$ cat src/rtl/uart_receiver.sv
// 8N1 UART receiver, 16x oversampled, LSB first, with sticky frame/overrun flags.
// Optional even-parity bit and parity_error output when UART_RX_PARITY_EN is defined.
module uart_receiver #(
    parameter int CLK_FREQ_HZ = 20_000_000,
    parameter int BAUD_RATE   = 115_200,
    parameter int OVERSAMPLE  = 16
) (
    input  logic       clk,
    input  logic       reset_n,
    input  logic       rx_serial_in,
    input  logic       rx_data_ack,
    input  logic       err_clear,
    output logic [7:0] rx_data,
    output logic       rx_data_ready,
    output logic       rx_busy,
    output logic       frame_error,
    output logic       overrun_error,
`ifdef UART_RX_PARITY_EN
    output logic       parity_error,
`endif
    output logic [1:0] rx_state_o
);

    localparam int TICK_DIV = CLK_FREQ_HZ / (BAUD_RATE * OVERSAMPLE);
    localparam int TICK_W   = (TICK_DIV > 1) ? $clog2(TICK_DIV) : 1;
    localparam int SMP_W    = (OVERSAMPLE > 1) ? $clog2(OVERSAMPLE) : 1;
`ifdef UART_RX_PARITY_EN
    localparam int NUM_BITS = 9;
`else
    localparam int NUM_BITS = 8;
`endif
    localparam logic [SMP_W-1:0]  MID_CNT  = SMP_W'(OVERSAMPLE / 2 - 1);
    localparam logic [SMP_W-1:0]  BIT_CNT  = SMP_W'(OVERSAMPLE - 1);
    localparam logic [3:0]        LAST_IDX = 4'(NUM_BITS - 1);
    localparam logic [TICK_W-1:0] TICK_TOP = TICK_W'(TICK_DIV - 1);

    if (TICK_DIV < 1) begin : g_bad_tick_div
        $error("uart_receiver: CLK_FREQ_HZ too low for BAUD_RATE*OVERSAMPLE (TICK_DIV < 1)");
    end

    typedef enum logic [1:0] {
        S_UART_RX_IDLE           = 2'd0,
        S_UART_RX_VALIDATE_START = 2'd1,
        S_UART_RX_READ_DATA      = 2'd2,
        S_UART_RX_STOP           = 2'd3
    } uart_fsm_state_t;

    uart_fsm_state_t   state_q;
    logic              sync1_q, sync2_q, prev_q;
    logic [TICK_W-1:0] tick_cnt_q, tick_cnt_d;
    logic              tick;
    logic              fall_edge;
    logic [SMP_W-1:0]  sample_cnt_q;
    logic [3:0]        bit_idx_q;
    logic [7:0]        shift_q;
    logic [7:0]        rx_data_q;
    logic              rx_data_ready_q;
    logic              frame_error_q;
    logic              overrun_error_q;
`ifdef UART_RX_PARITY_EN
    logic              parity_bit_q;
    logic              parity_error_q;
`endif

    // Two-flop synchronizer plus one extra stage holding the previous synced value.
    always_ff @(posedge clk or negedge reset_n) begin
        if (!reset_n) begin
            sync1_q <= 1'b1;
            sync2_q <= 1'b1;
            prev_q  <= 1'b1;
        end else begin
            sync1_q <= rx_serial_in;
            sync2_q <= sync1_q;
            prev_q  <= sync2_q;
        end
    end

    assign fall_edge = prev_q & ~sync2_q;

    always_comb begin
        tick       = (tick_cnt_q == TICK_TOP);
        tick_cnt_d = tick ? '0 : tick_cnt_q + TICK_W'(1);
    end

    always_ff @(posedge clk or negedge reset_n) begin
        if (!reset_n) begin
            tick_cnt_q <= '0;
        end else begin
            tick_cnt_q <= tick_cnt_d;
        end
    end

    // Handshake: rx_data_ready is the valid; rx_data_ack is a one-cycle ready/consume
    // strobe. A byte completing in the ack cycle replaces the consumed one without overrun.
    always_ff @(posedge clk or negedge reset_n) begin
        if (!reset_n) begin
            state_q         <= S_UART_RX_IDLE;
            sample_cnt_q    <= '0;
            bit_idx_q       <= '0;
            shift_q         <= '0;
            rx_data_q       <= '0;
            rx_data_ready_q <= 1'b0;
            frame_error_q   <= 1'b0;
            overrun_error_q <= 1'b0;
`ifdef UART_RX_PARITY_EN
            parity_bit_q    <= 1'b0;
            parity_error_q  <= 1'b0;
`endif
        end else begin
            if (rx_data_ack) begin
                rx_data_ready_q <= 1'b0;
            end
            // Later assignments below take precedence, so a same-cycle error wins over clear.
            if (err_clear) begin
                frame_error_q   <= 1'b0;
                overrun_error_q <= 1'b0;
`ifdef UART_RX_PARITY_EN
                parity_error_q  <= 1'b0;
`endif
            end

            case (state_q)
                S_UART_RX_IDLE: begin
                    if (fall_edge) begin
                        state_q      <= S_UART_RX_VALIDATE_START;
                        sample_cnt_q <= '0;
                    end
                end

                S_UART_RX_VALIDATE_START: begin
                    if (tick) begin
                        if (sample_cnt_q == MID_CNT) begin
                            sample_cnt_q <= '0;
                            bit_idx_q    <= '0;
                            state_q      <= sync2_q ? S_UART_RX_IDLE : S_UART_RX_READ_DATA;
                        end else begin
                            sample_cnt_q <= sample_cnt_q + SMP_W'(1);
                        end
                    end
                end

                S_UART_RX_READ_DATA: begin
                    if (tick) begin
                        if (sample_cnt_q == BIT_CNT) begin
                            sample_cnt_q <= '0;
                            bit_idx_q    <= bit_idx_q + 4'd1;
`ifdef UART_RX_PARITY_EN
                            if (bit_idx_q == 4'd8) begin
                                parity_bit_q <= sync2_q;
                            end else begin
                                shift_q <= {sync2_q, shift_q[7:1]};
                            end
`else
                            shift_q <= {sync2_q, shift_q[7:1]};
`endif
                            if (bit_idx_q == LAST_IDX) begin
                                state_q <= S_UART_RX_STOP;
                            end
                        end else begin
                            sample_cnt_q <= sample_cnt_q + SMP_W'(1);
                        end
                    end
                end

                S_UART_RX_STOP: begin
                    if (tick) begin
                        if (sample_cnt_q == BIT_CNT) begin
                            sample_cnt_q <= '0;
                            state_q      <= S_UART_RX_IDLE;
                            if (sync2_q) begin
                                if (!rx_data_ready_q || rx_data_ack) begin
                                    rx_data_q       <= shift_q;
                                    rx_data_ready_q <= 1'b1;
                                end else begin
                                    overrun_error_q <= 1'b1;
                                end
`ifdef UART_RX_PARITY_EN
                                if (parity_bit_q != ^shift_q) begin
                                    parity_error_q <= 1'b1;
                                end
`endif
                            end else begin
                                frame_error_q <= 1'b1;
                            end
                        end else begin
                            sample_cnt_q <= sample_cnt_q + SMP_W'(1);
                        end
                    end
                end

                default: begin
                    state_q <= S_UART_RX_IDLE;
                end
            endcase
        end
    end

    assign rx_data       = rx_data_q;
    assign rx_data_ready = rx_data_ready_q;
    assign rx_busy       = (state_q != S_UART_RX_IDLE);
    assign frame_error   = frame_error_q;
    assign overrun_error = overrun_error_q;
`ifdef UART_RX_PARITY_EN
    assign parity_error  = parity_error_q;
`endif
    assign rx_state_o    = state_q;

endmodule

$ cat config.mk
export PLATFORM = sky130hd
export DESIGN_NAME = uart_receiver
export DESIGN_NICKNAME = d
export VERILOG_FILES = /design/src/rtl/uart_receiver.sv
export SDC_FILE = /design/constraint.sdc
export NUM_CORES = 1
export LEC_CHECK = 0
export CAP_MARGIN = 20
export CORE_UTILIZATION = 33
export CTS_CLUSTER_SIZE = 24
export DETAILED_ROUTE_END_ITERATION = 7
export PLACE_DENSITY_LB_ADDON = 0.15
export SYNTH_ARGS = -nofsm -noshare
export SYNTH_HDL_FRONTEND = slang
export SYNTH_SLANG_ARGS = --single-unit
export TNS_END_PERCENT = 5
$ cat constraint.sdc
create_clock -name clk -period 5.2 [get_ports clk]
set_input_delay 1.04 -clock clk [delete_from_list [all_inputs] [get_ports clk]]
set_output_delay 1.04 -clock clk [all_outputs]
set_load 0.05 [all_outputs]
==> results of run 1 <==
-- worst max-delay path, cell delays in order, from the launching register on --
cell	delay (ps)
dfrtp_1	600
nor2_1	150
inv_1	130
clkdlybuf4s50_1	810
-- cell type report --
cell class	instances	area, um^2
Clock buffer	7	76.3
Clock inverter	1	5.00
Fill cell	429	2600
Inverter	8	30.0
Multi-Input combinational cell	85	637
Sequential cell	36	905
Tap cell	52	65.1
Timing Repair Buffer	19	188
-- registers in the layout, summed over array words and instances, names as in the netlist, named ones only --
signal	count
prev_q	1
shift_q	8
rx_data_ready	1
tick_cnt_q	4
bit_idx_q	4
sync1_q	1
sync2_q	1
rx_data	8
rx_state_o	1
sample_cnt_q	4
overrun_error	1
frame_error	1
-- cell families (layout without fill, tap and decap cells) --
| kind of cell | Yosys count | count (layout) | share of synthesized area (%) |
|---|---|---|---|
| and+or+nand+nor | 44 | 44 | 16.0 |
| DFF | 36 | 36 | 56.8 |
| muxes | 19 | 19 | 13.3 |
| AOI/OAI and AO/OA | 18 | 18 | 7.54 |
| buffers and inverters | 10 | 35 | 3.22 |
| adders and majority gates | 2 | 2 | 1.57 |
| xor gates and xnor gates | 2 | 2 | 1.57 |
-- final timing paths --
path | slack, ps | endpoint | from | cells past startpoint
setup reg to reg | 3030 | rx_data[6]$_DFFE_PN0P_ | sample_cnt_q[0]$_DFFE_PN0P_ | 5
max in group asynchronous | 3680 | prev_q$_DFF_PN1_ | reset_n | 2
hold / removal | 360 | sync2_q$_DFF_PN1_ | sync1_q$_DFF_PN1_ | 0
hold reg to reg | 360 | sync2_q$_DFF_PN1_ | sync1_q$_DFF_PN1_ | 0
min in group asynchronous | 1170 | frame_error$_DFF_PN0_ | reset_n | 2
setup / recovery | 2190 | rx_busy | flop | 3
-- cell usage after synthesis (2+ instances only) --
| library cell | n |
|---|---|
| dfrtp_1 | 33 |
| nand2_1 | 16 |
| mux2_2 | 10 |
| inv_1 | 8 |
| mux2_1 | 7 |
| nand3_1 | 7 |
| nor2_1 | 6 |
| o21ai_0 | 6 |
| dfstp_2 | 3 |
| a21oi_1 | 2 |
| a22o_1 | 2 |
| ha_1 | 2 |
| mux2i_1 | 2 |
| nand2b_1 | 2 |
| nand4_1 | 2 |
| o22ai_1 | 2 |
| or4_1 | 2 |
-- metrics by stage --
step	instance area, um^2	util (%)	setup WS (ps)	instances	power [W]
6_report	1910	42.3	2190	208	0.000625
2_1_floorplan	1590	-	2820	131	0.000408
3_3_place_gp	1820	40.5	2480	200	0.000445
5_1_grt	1910	42.3	2080	208	0.000661
3_5_place_dp	1820	40.5	2450	200	0.000448
4_1_cts	1910	42.3	2190	208	0.000636
-- layer usage --
| layer | vias up | part of all wire (%) | GRT usage (%) |
|---|---|---|---|
| li1 | 517 | - | - |
| met1 | 490 | 50 | 15.3 |
| met2 | 14 | 45 | 18.6 |
| met3 | 5 | 2.9 | 3.52 |
| met4 | 0 | 1.3 | 5.23 |
| met5 | - | 0 | 0 |
-- power breakdown --
part,switching (W),internal (W),leakage [nW]
clock network,0.0000907,0.0000939,0.0422
registers,0.0000264,0.000300,0.474
logic,0.0000687,0.0000455,0.355
total,0.000186,0.000439,0.872
==> summary.txt, run 1 <==
DRT iter0 DRCs -> 49
Leak -> 0.872 nW
die height -> 71.5 um
setup bufs post-CTS -> 0
Worst EP arrival -> 1970 ps
gpl congestion -> 0.778
global-route wire length before repair -> 4.70 mm
Crit. End Element -> output port
die area -> 5110 um^2
Async SR Flop Fraction -> 100%
Mapped Cells -> 131
largest net degree at the start of global routing -> 37
post-layout min period -> 3010 ps
Hold Violations, Final -> 0
# DRC -> 0
starting density of the core -> 35.4%
unrepaired setup endpoints after global routing -> no
top cells by area, synth -> dfrtp_1, mux2_2, dfstp_2
Synth Register Bits -> 36
Tot GR Track Use -> 11.9%
Final setup viols -> 0
worst rel slew slack -> 53.3%
Die X -> 71.5 um
root buffer cell -> clkbuf_8
Syn-to-layout area delta -> 19.6%
vias in the first global route -> 1041
# port buffers -> 18
Total Nets Final -> 162
Cell Rows -> 24
CORE AREA -> 4500 um^2
critical path required time -> 4160 ps
CTS Buffer Depth -> 2
status -> complete, no violations
Worst-Margin Slew -> 699 ps
detailed placement HPWL -> 1.95 mm
CTS Sinks -> 36
vias -> 1026
Yosys cell types -> 36
total CTS buffers -> 5
ratio of cells with drive above 1 in the final layout -> 15.4%
Worst Skew -> 7.83 ps
Final Cycle Share -> 57.8%
DRT antenna net count -> 0
Worst-Skew Late Latency -> 280 ps
post-synth top area cell -> dfrtp_1
hold crit path type -> flop to flop
H-Tree Depth -> 2
post-synthesis sequential area ratio -> 56.8%
io pins -> 19
WS Path Type -> flop to output port
Mapped Nets -> 138
antenna violations before repair -> 0
Max Fclk -> 333 MHz
EDFF count, synth -> 0
# hold bufs at CTS -> 0
peak supply drop -> 0.000157 V
Pwr Density -> 328 nW/um^2
commonest non-fill, non-tap cell in the layout -> dfrtp_1
ANT cells -> 0
CP Launch Type -> flop
total wire length -> 2.75 mm
GRT overflow -> 0
Syn Area/Cell -> 12.2 um^2
Synth top area share -> 51.8%
final hold slack -> 359 ps
Clock transition at path regs -> 70 ps
max-cap violation count -> 0
Resized Gates After CTS -> 0
setup TNS -> 0 ps
Post-Syn Area -> 1590 um^2
routed vias/inst -> 4.93
Top FF cell, synth -> dfrtp_1
most frequent cells in the layout -> dfrtp_1, clkdlybuf4s50_1, nand2_1, mux2_2, inv_1
Pins Over Slew Limit -> 0
first drt pass iteration count -> 4
CP Max Fanout -> 12
yosys warns -> 0
Wirelength per Cell -> 13.2 um
TritonCTS clock tree -> built
Note: power is estimated with default switching activity, not from simulation.
==> run 2: changes to the inputs <==
clock period = 2.5 ns   (was 5.2 ns; I/O delays follow)
==> run 2 against run 1 <==
- final cell count rose by 0.48%
- worst hold slack improved by 0.64 ps
- flip-flop and latch count is the same
- sequential power is 110% higher
- global-route usage up 0.96 points
- register-to-register slack worse by 2400 ps
- worst setup slack got worse by 1900 ps
==> summary.txt, run 2 (synthesis gave the netlist of run 1 again) <==
Resized Gates After CTS -> 0
delay of the slowest critical-path stage -> 880 ps
WS Path Type -> flop to output port
Total Power -> 0.00142 W
routed vias/inst -> 5.11
# hold bufs at CTS -> 0
DRT antenna net count -> 0
root buffer cell -> clkbuf_8
CP Max Fanout -> 12
Filler Cell Count -> 410
Tot GR Track Use -> 12.8%
Cell Rows -> 24
largest net degree at the start of global routing -> 37
total CTS buffers -> 5
TritonCTS clock tree -> built
Final Cycle Share -> 89.4%
GRT overflow -> 0
min-delay src -> sync1_q$_DFF_PN1_
CP delay by family, top -> buffers and inverters
Final setup viols -> 0
setup TNS -> 0 ps
Leak -> 0.890 nW
H-Tree Depth -> 2
starting density of the core -> 35.4%
CORE AREA -> 4500 um^2
Wirelength per Cell -> 13.8 um
worst path bufs/invs -> 1
Worst EP arrival -> 1730 ps
setup bufs post-CTS -> 0
Max Fclk -> 448 MHz
io pins -> 19
total wire length -> 2.88 mm
hold crit path type -> flop to flop
max-cap violation count -> 0
first drt pass iteration count -> 4
CP Launch Type -> flop
antenna violations before repair -> 0
Hold Violations, Final -> 0
ratio of cells with drive above 1 in the final layout -> 17.2%
Worst-Margin Slew -> 500 ps
peak supply drop -> 0.000272 V
Total Nets Final -> 163
crit path cell chain -> clkdlybuf4s50_1
Die X -> 71.5 um
Worst Skew -> 5.33 ps
final hold slack -> 360 ps
global-route wire length before repair -> 5.09 mm
Syn-to-layout area delta -> 21.6%
FF-to-FF setup slack -> 640 ps
Clock transition at path regs -> 70 ps
vias -> 1068
critical path required time -> 2000 ps
ANT cells -> 0
Pwr Density -> 731 nW/um^2
Crit. End Element -> output port
# DRC -> 0
commonest non-fill, non-tap cell in the layout -> dfrtp_1
die height -> 71.5 um
Final Util -> 43.0%
DRT iter0 DRCs -> 21
CTS Buffer Depth -> 2
vias in the first global route -> 1071
Pins Over Slew Limit -> 0
worst rel slew slack -> 66.6%
status -> complete, no violations
gpl congestion -> 0.767
detailed placement HPWL -> 2.06 mm
post-layout min period -> 2230 ps
Setup WS pre-CTS -> 571 ps
most frequent cells in the layout -> dfrtp_1, clkdlybuf4s50_1, nand2_1, mux2_2, inv_1
# port buffers -> 18
unrepaired setup endpoints after global routing -> no
Worst-Skew Late Latency -> 280 ps
die area -> 5110 um^2
worst setup margin -> 266 ps
slowest CP cell -> clkdlybuf4s50_1
CTS Sinks -> 36
[run 2: changes by cell type in the layout (fill, tap and decap cells not counted)]
cell	previous run	this run
bufinv_16	0	1
clkbuf_1	2	1
buf_4	1	3
clkdlybuf4s50_1	18	17
[run 2: cell type report]
| class | instances | area (um^2) | area share, % |
|---|---|---|---|
| clock buffers | 6 | 72.6 | 3.75 |
| clock inverters | 2 | 35.0 | 1.81 |
| inverters | 8 | 30.0 | 1.55 |
| multi-input cells | 85 | 637 | 32.9 |
| flip-flops and latches | 36 | 905 | 46.7 |
| well taps | 52 | 65.1 | 3.36 |
| repair buffers | 20 | 193 | 9.95 |
[run 2: per-stage QoR]
stage,std cells,cell area [um^2]
floorplan,131,1590
global route,209,1940
finish,209,1940
detailed placement,201,1830
global placement,201,1830
CTS,209,1940
[run 2: where the power goes]
group	internal (W)	switching [W]	leakage [nW]
Combinational	0.0000929	0.000151	0.360
Clock	0.000296	0.000199	0.0552
Sequential	0.000623	0.0000543	0.474
Total	0.00101	0.000404	0.890
[run 2: routing by layer]
layer  global-route usage (%)  wire, um  vias up
met3                     4.22       112        5
li1                         -         -      519
met2                     20.6      1330       18
met1                     16.3      1400      526
met5                        0         0        -
met4                     4.58        34        0
[run 2: path summary, 6_finish.rpt]
kind / cells after the start / endpoint
setup / recovery: 1 / rx_state_o[1]
hold / removal: 0 / sync2_q$_DFF_PN1_
setup reg to reg: 5 / rx_data[6]$_DFFE_PN0P_
hold reg to reg: 0 / sync2_q$_DFF_PN1_
max in group asynchronous: 2 / sync1_q$_DFF_PN1_
min in group asynchronous: 2 / bit_idx_q[0]$_DFFE_PN0P_
